<file path="src/rtl/cpu_types_pkg.sv">
// Shared CPU/memory types.
//   word_t      : 32-bit machine word
//   ramstate_t  : RAM status reported back to the responder
//   BAD_WORD    : load value returned to a requestor whose access failed
package cpu_types_pkg;

  typedef logic [31:0] word_t;

  typedef enum logic [1:0] {
    FREE   = 2'd0,
    BUSY   = 2'd1,
    ACCESS = 2'd2,
    ERROR  = 2'd3
  } ramstate_t;

  localparam word_t BAD_WORD = 32'hBAD0BAD0;

endpackage

</file>
<file path="src/rtl/mem_watchdog.sv">
// Watchdog for a single memory service.
//   CLK, nRST : clock, asynchronous active-low reset
//   clear     : hold count at zero (responder not in a service state)
//   enable    : a service cycle passed without ACCESS
//   expired   : this enabled cycle is the TIMEOUT-th consecutive one
module mem_watchdog #(
  parameter int unsigned TIMEOUT = 15
) (
  input  logic CLK,
  input  logic nRST,
  input  logic clear,
  input  logic enable,
  output logic expired
);

  localparam int unsigned W = $clog2(TIMEOUT + 1);
  localparam logic [W-1:0] LAST  = W'(TIMEOUT - 1);
  localparam logic [W-1:0] LIMIT = W'(TIMEOUT);

  logic [W-1:0] count;

  always_ff @(posedge CLK or negedge nRST) begin
    if (!nRST) begin
      count <= '0;
    end else if (clear) begin
      count <= '0;
    end else if (enable && (count != LIMIT)) begin
      count <= count + W'(1);
    end
  end

  // Flag during the cycle in which the count reaches TIMEOUT so the FSM
  // lands in ERR on the following edge.
  assign expired = enable && (count == LAST);

endmodule

</file>
<file path="src/rtl/mem_responder.sv">
// Arbitrating memory responder between an instruction and a data cache.
//   CLK, nRST            : clock, asynchronous active-low reset
//   iREN, iaddr          : instruction read request / address
//   iwait, iload         : instruction stall (0 = done) / read data
//   dREN, dWEN           : data read / write request (write wins)
//   daddr, dstore        : data address / write data
//   dwait, dload         : data stall (0 = done) / read data
//   ramREN, ramWEN       : RAM strobes
//   ramaddr, ramstore    : RAM address / write data
//   ramload, ramstate    : RAM read data / status (FREE, BUSY, ACCESS, ERROR)
//   memerr               : sticky error flag, cleared only by reset
module mem_responder
  import cpu_types_pkg::*;
#(
  parameter int unsigned TIMEOUT = 15
) (
  input  logic        CLK,
  input  logic        nRST,
  input  logic        iREN,
  input  logic [31:0] iaddr,
  output logic        iwait,
  output logic [31:0] iload,
  input  logic        dREN,
  input  logic        dWEN,
  input  logic [31:0] daddr,
  input  logic [31:0] dstore,
  output logic        dwait,
  output logic [31:0] dload,
  output logic        ramREN,
  output logic        ramWEN,
  output logic [31:0] ramaddr,
  output logic [31:0] ramstore,
  input  logic [31:0] ramload,
  input  logic [1:0]  ramstate,
  output logic        memerr
);

  typedef enum logic [1:0] {
    IDLE  = 2'd0,
    ISERV = 2'd1,
    DSERV = 2'd2,
    ERR   = 2'd3
  } state_t;

  state_t    state, state_next;
  logic      err_data, err_data_next;  // ERR belongs to the data port
  logic      memerr_q, memerr_next;
  logic      wd_clear, wd_enable, wd_expired;
  ramstate_t rs;
  logic      d_req;

  assign rs     = ramstate_t'(ramstate);
  assign d_req  = dREN | dWEN;
  assign memerr = memerr_q;

  // Counter restarts every time a service state is entered from IDLE.
  assign wd_clear = !((state == ISERV) || (state == DSERV));

  mem_watchdog #(.TIMEOUT(TIMEOUT)) u_watchdog (
    .CLK     (CLK),
    .nRST    (nRST),
    .clear   (wd_clear),
    .enable  (wd_enable),
    .expired (wd_expired)
  );

  always_ff @(posedge CLK or negedge nRST) begin
    if (!nRST) begin
      state    <= IDLE;
      err_data <= 1'b0;
      memerr_q <= 1'b0;
    end else begin
      state    <= state_next;
      err_data <= err_data_next;
      memerr_q <= memerr_next;
    end
  end

  always_comb begin
    state_next    = state;
    err_data_next = err_data;
    memerr_next   = memerr_q;
    wd_enable     = 1'b0;
    iwait         = 1'b1;
    iload         = '0;
    dwait         = 1'b1;
    dload         = '0;
    ramREN        = 1'b0;
    ramWEN        = 1'b0;
    ramaddr       = '0;
    ramstore      = '0;

    unique case (state)
      IDLE: begin
        if (d_req) begin
          state_next = DSERV;
        end else if (iREN) begin
          state_next = ISERV;
        end
      end

      ISERV: begin
        if (!iREN) begin
          // Request withdrawn: drop the RAM access without completing.
          state_next = IDLE;
        end else begin
          ramREN  = 1'b1;
          ramaddr = iaddr;
          if (rs == ACCESS) begin
            iwait      = 1'b0;
            iload      = ramload;
            state_next = IDLE;
          end else begin
            wd_enable = 1'b1;
            if ((rs == ERROR) || wd_expired) begin
              state_next    = ERR;
              err_data_next = 1'b0;
            end
          end
        end
      end

      DSERV: begin
        if (!d_req) begin
          state_next = IDLE;
        end else begin
          ramaddr = daddr;
          if (dWEN) begin
            ramWEN   = 1'b1;
            ramstore = dstore;
          end else begin
            ramREN = 1'b1;
          end
          if (rs == ACCESS) begin
            dwait      = 1'b0;
            dload      = dWEN ? '0 : ramload;
            state_next = IDLE;
          end else begin
            wd_enable = 1'b1;
            if ((rs == ERROR) || wd_expired) begin
              state_next    = ERR;
              err_data_next = 1'b1;
            end
          end
        end
      end

      ERR: begin
        if (err_data) begin
          dwait = 1'b0;
          dload = BAD_WORD;
        end else begin
          iwait = 1'b0;
          iload = BAD_WORD;
        end
        state_next = IDLE;
      end

      default: state_next = IDLE;
    endcase

    if (state_next == ERR) begin
      memerr_next = 1'b1;
    end
  end

endmodule
</file>
<file path="config.mk">
export PLATFORM = sky130hd
export DESIGN_NAME = mem_responder
export DESIGN_NICKNAME = d
export VERILOG_FILES = /design/src/rtl/cpu_types_pkg.sv /design/src/rtl/mem_watchdog.sv /design/src/rtl/mem_responder.sv
export SDC_FILE = /design/constraint.sdc
export NUM_CORES = 1
export LEC_CHECK = 0
export ABC_AREA = 1
export CAP_MARGIN = 25
export CORE_AREA = 2 2 104 106
export DETAILED_ROUTE_END_ITERATION = 10
export DIE_AREA = 0 0 106 108
export GPL_ROUTABILITY_DRIVEN = 0
export PLACE_DENSITY_LB_ADDON = 0.08
export SYNTH_ARGS = -nofsm -noshare
export SYNTH_HDL_FRONTEND = slang
export SYNTH_SLANG_ARGS = --single-unit
</file>
<file path="constraint.sdc">
create_clock -name CLK -period 2.3 [get_ports CLK]
set_input_delay 0.46 -clock CLK [delete_from_list [all_inputs] [get_ports CLK]]
set_output_delay 0.46 -clock CLK [all_outputs]
set_load 0.02 [all_outputs]
</file>
==> impl_metrics.yaml, run 1 <==
sta:
  report.final.slew_viol_count: 0
  slew_headroom: 0.753
  timing.final.crit_share: 0.973
  timing_hold_violations_final: 0
  skew_ps: 0.422
  finalSetupViolCount: 0
  max_freq_ghz: 0.447
  worstMarginPinSlew_ps: 369
  finalWorstSetupSlack_ps: 63.1
  rsz0062_at_grt: "yes"
  min_period_ps: 2240
  fin_setup_tns_ps: 0
logic_synthesis:
  synthesis.nets: 511
  synth_area_um2: 1900
  ys_warn_count: 0
  synth_compound_area_frac: 0.211
  netlist.area_leader.share: 0.168
  ys.flop_type: "dfrtp_1"
  synth_adder_area_share: 0.0462
  netlist_instances: 369
  synth_edf_count: 0
  synth_xor_area_frac: 0.00462
  synthArstFlopShare: 1.00
  yosysTopAreaCell: "nand2_1"
  ys_seq_area_frac: 0.106
  synthTopCellsByArea: "nand2_1, inv_1, dfrtp_1"
  ys_types: 27
  ys_seq_elements: 8
  synth_commonest_cells: "nand2_1, inv_1, nor2_1"
  muxShareOfSynthArea: 0
  synth_top_family_by_area: "simple AND/OR/NAND/NOR gates"
  avgSynthCellArea_um2: 5.14
  yosysMostFrequentCell: "nand2_1"
  synth-simple-area-share: 0.425
final_layout:
  antenna_cells: 0
  utilization: 0.457
  regArea_um2: 200
  area_growth_syn_to_layout_pct: 146
  multi_input_area_um2: 1360
  nets: 798
  final_cell_area_um2: 4670
  fill_cells: 1108
  drive_gt1_frac: 0.263
hold_path:
  min_path_cells: 2
  hold_path.class: "register to register"
  min-delay-start: "memerr$_DFFE_PN0N_"
  holdPathEnd: "memerr$_DFFE_PN0N_"
global_routing:
  grt_pass1_wl_mm: 15.9
  track_usage: 0.170
  grt_max_degree: 34
  grt_pass1_vias: 3193
  grt_overflow: 0
  antenna_found_initial: 0
die:
  die_w_um: 106
  rows: 37
  ios: 268
  start_util: 0.185
  dieArea_um2: 11400
  coreArea_um2: 10200
  die_y_um: 108
detailed_routing:
  wire_per_inst_um: 13.7
  drc_errors: 0
  dr.pass1.iters: 5
  ant_nets: 0
  drt_iter0_drc: 98
  drt_wl_total_mm: 10.8
  via_per_inst: 4.21
  vias: 3324
clock_tree:
  ctsHtreeMaxLevel: 1
  cts_tree: "done"
  root_buffer: "clkbuf_8"
  clk_latency_ps: 230
  postCtsSetupBuffers: 0
  cts_buffer_depth: 2
  clk_pin_slew_ps: 40
  cts_sinks: 8
  cts_buffers: 3
critical_path:
  crit_slowest_cell: "clkdlybuf4s50_1"
  max_stage_delay_ps: 510
  cp.arrival_ps: 1780
  endpoint_kind: "output pin"
  cp-start-kind: "input port"
  r2r_end: "err_data$_DFFE_PN0P_"
  r2r_setup_slack_ps: 400
  critPathTopFamily: "buffers and inverters"
  r2r_start: "state[0]$_DFF_PN0_"
  path_buf_inv: 4
  path_class: "input port to output pin"
  crit_fanout: 28
  critPathRequiredTime_ps: 1840
  ff2ff_path_depth: 12
  path_cells: "clkdlybuf4s50_1 -> nand2_2 -> inv_4 -> nand2_2 -> buf_12 -> o21ai_0 -> buf_2"
  crit_top_cell: "nand2_2"
power_and_ir_drop:
  powerDensity_nw_per_um2: 604
  leakagePower_nw: 2.46
  ir_drop_mv: 0.449
placed_design:
  placed_area_um2: 4940
  place_ws_ps: -542
  port_buffers: 267
  dp_hpwl_mm: 9.07
job:
  cap_violations: 0
run_status:
  outcome: "finished clean"
## state kept, by name (all words and copies together), names as in the netlist
signal            count
err_data              1
u_watchdog.count      4
memerr                1
state                 2
## per-stage QoR
stage | hold slack (ps) | cells | power [mW]
3_3_place_gp | 452 | 786 | 2.83
5_1_grt | 492 | 790 | 3.05
2_1_floorplan | 164 | 369 | 1.47
6_report | 464 | 790 | 2.82
4_1_cts | 468 | 789 | 2.78
3_5_place_dp | 458 | 786 | 2.85
## logic make-up after synthesis
logic type               Yosys count
AO/OA/AOI/OAI                     77
XOR/XNOR                           1
adder cells (fa/ha/maj)            7
buffers and inverters             97
flip-flops                         8
AND/OR/NAND/NOR                  179
## worst min-delay path: stages, from the launching register on
cell     delay [ps]
dfrtp_1         340
inv_1            40
nand2_1          50
## layer usage
layer	vias to the layer above	track usage	routed length [µm]
li1	1706	-	-
met1	1459	0.188	4160
met2	149	0.328	5610
met3	10	0.0392	919
met4	0	0.0442	138
met5	-	0	0
## cells in the final DEF, fill, tap and decap left out, types with 4 or more instances in the layout
master and count:
clkbuf_2 18, nor2_2 4, ha_1 6, o21ai_1 19, nor3_1 10, dlygate4sd2_1 29
buf_4 45, nor3_2 7, buf_12 4, clkdlybuf4s15_1 6, a21oi_1 33, o21ai_0 19
buf_2 51, inv_2 6, inv_1 69, clkdlybuf4s15_2 14, nand2_1 84, nand3_1 13
nor2_1 49, clkdlybuf4s50_1 131, dfrtp_1 8
## report_power, final
part	leakage (nW)	switching, mW	total (mW)	internal [mW]
combinational	2.33	1.41	2.44	1.03
clock	0.0216	0.0556	0.169	0.113
sequential	0.102	0.0348	0.213	0.178
## final cells by class
cell class / instances / share of cell area
multi-input cells: 264 / 0.290
flip-flops and latches: 8 / 0.0429
well taps: 136 / 0.0364
clock buffers: 3 / 0.00884
inverters: 77 / 0.0635
repair buffers: 302 / 0.558
## repair_timing
action / in CTS / in global routing
gates cloned: 0 / 1
endpoints found under the hold margin: 0 / 0
pin swaps: 1 / 2
gates resized for setup: 397 / 89
hold buffers: 0 / 0
endpoints found under the setup margin: 131 / 86
## worst max-delay path by stage
stage	start	to	cells past startpoint
CTS	iREN	iload[26]	7
detailed placement	ramstate[0]	dload[4]	7
floorplan	state[1]$_DFF_PN0_	iload[20]	7
global placement	ramstate[0]	dload[4]	7
global route	state[0]$_DFF_PN0_	dload[2]	7
finish	iREN	iload[29]	7
(Power assumes the default switching activity.)
==> run 2, diff against run 1 <==
SKIP_CTS_REPAIR_TIMING = 1   (was default)
==> run 2 against run 1 <==
Count of clock-buffer cells in the layout is the same; register-to-register slack hardly changed; combinational power hardly changed; cell count rose by 0.13%; via count is 0.87% lower; critical endpoint is now dload[28].
==> impl_metrics.yaml, run 2 (synthesis results as in run 1) <==
final_layout:
  regMostFlops: "u_watchdog.count"
  antenna_cells: 0
  multi_input_area_um2: 1360
  fill_cells: 1066
  utilization: 0.477
  final_cell_mix: "clkdlybuf4s50_1, nand2_1, inv_1, dlymetal6s2s_1, nor2_1"
  nets: 799
  largestRegisters: "u_watchdog.count: 4 flops, state: 2 flops"
  area_growth_syn_to_layout_pct: 157
  drive_gt1_frac: 0.221
  layout_commonest_cell: "clkdlybuf4s50_1"
  regArea_um2: 200
  largest_reg_flops: 4
critical_path:
  path_cells: "clkdlybuf4s50_1 -> nor2_4 -> nor2_8 -> buf_4 -> nand3_4 -> o21ai_1 -> clkbuf_2"
  crit_fanout: 5
  cp.arrival_ps: 1780
  crit_slowest_cell: "clkdlybuf4s50_1"
  path_class: "input port to output pin"
  critPathRequiredTime_ps: 1840
  max_stage_delay_ps: 520
  cp-start-kind: "input port"
  endpoint_kind: "output pin"
clock_tree:
  clk_latency_ps: 230
  cts_buffers: 3
  root_buffer: "clkbuf_8"
  cts_sinks: 8
  cts_buffer_depth: 2
  cts_tree: "done"
  clk_pin_slew_ps: 40
  ctsHtreeMaxLevel: 1
sta:
  min_period_ps: 2240
  report.final.slew_viol_count: 0
  max_freq_ghz: 0.446
  rsz0062_at_grt: "yes"
  timing.final.crit_share: 0.975
  finalSetupViolCount: 0
  timing_hold_violations_final: 0
  finalWorstSetupSlack_ps: 58.1
  slew_headroom: 0.753
  worstMarginPinSlew_ps: 369
  skew_ps: 0.946
detailed_routing:
  wire_per_inst_um: 14.0
  vias: 3295
  drt_iter0_drc: 134
  drt_wl_total_mm: 11.0
  drc_errors: 0
  via_per_inst: 4.17
  dr.pass1.iters: 5
  ant_nets: 0
global_routing:
  grt_overflow: 0
  grt_pass1_wl_mm: 15.7
  antenna_found_initial: 0
  grt.met3_usage: 0.0422
  track_usage: 0.168
  grt_max_degree: 34
  grt_pass1_vias: 3165
  met2_usage: 0.328
  busiest_layer: "met2"
  use_met1: 0.182
hold_path:
  hold_path.class: "register to register"
die:
  start_util: 0.185
  die_y_um: 108
  rows: 37
  coreArea_um2: 10200
  die_w_um: 106
  ios: 268
  dieArea_um2: 11400
power_and_ir_drop:
  powerDensity_nw_per_um2: 582
  leakagePower_nw: 3.32
  ir_drop_mv: 0.449
placed_design:
  dp_hpwl_mm: 9.07
  place_ws_ps: -542
  port_buffers: 267
job:
  cap_violations: 0
run_status:
  outcome: "finished clean"
run 2: cell types whose count changed in the layout (fill, tap and decap cells not counted), sizes merged, moves of 20 or more:
| cell | delta |
|---|---|
| clkbuf | +20 |
| buf | -32 |
| dlygate4sd2 | -29 |
| clkdlybuf4s15 | -20 |
| dlymetal6s2s | +60 |
run 2: final timing paths:
kind	end	cells after the start	slack (ps)	startpoint
min reg2reg	memerr$_DFFE_PN0N_	2	460	memerr$_DFFE_PN0N_
min	memerr$_DFFE_PN0N_	2	460	memerr$_DFFE_PN0N_
max	dload[28]	7	60	dREN
min in group asynchronous	state[1]$_DFF_PN0_	1	510	nRST
max reg2reg	err_data$_DFFE_PN0P_	12	400	state[0]$_DFF_PN0_
max in group asynchronous	u_watchdog.count[3]$_DFFE_PN0P_	1	1520	nRST
run 2: area by class of cell:
cell class	count	area share
clock buffer	3	0.00846
inverter	77	0.0613
multi-input combinational	265	0.279
sequential	8	0.0410
tap	136	0.0349
timing repair buffer	302	0.575
run 2: through the flow:
step	cell area [µm²]	setup TNS [ps]	hold WS (ps)	power, mW	std cells
after floorplan	1900	0	164	1.47	369
after global placement	4940	-48830	452	2.83	786
after detailed placement	4940	-51090	458	2.85	786
after CTS	4980	-51270	468	3.03	789
after global routing	4880	-338	492	3.07	791
final	4880	0	464	2.84	791
run 2: per-layer routing:
metal,up-vias,wire length (µm)
li1,1706,-
met1,1436,4280
met5,-,0
met3,12,899
met2,141,5700
met4,0,154
run 2: where the power goes:
part / switching [mW] / total [mW] / internal (mW)
clock network: 0.0550 / 0.168 / 0.113
registers: 0.0324 / 0.210 / 0.178
logic: 1.42 / 2.46 / 1.04
run 2: critical path: cells and delay by family:
family,cells,cell delay (ps)
buf+inv,3,840
simple gates,3,320
compound gates,1,150
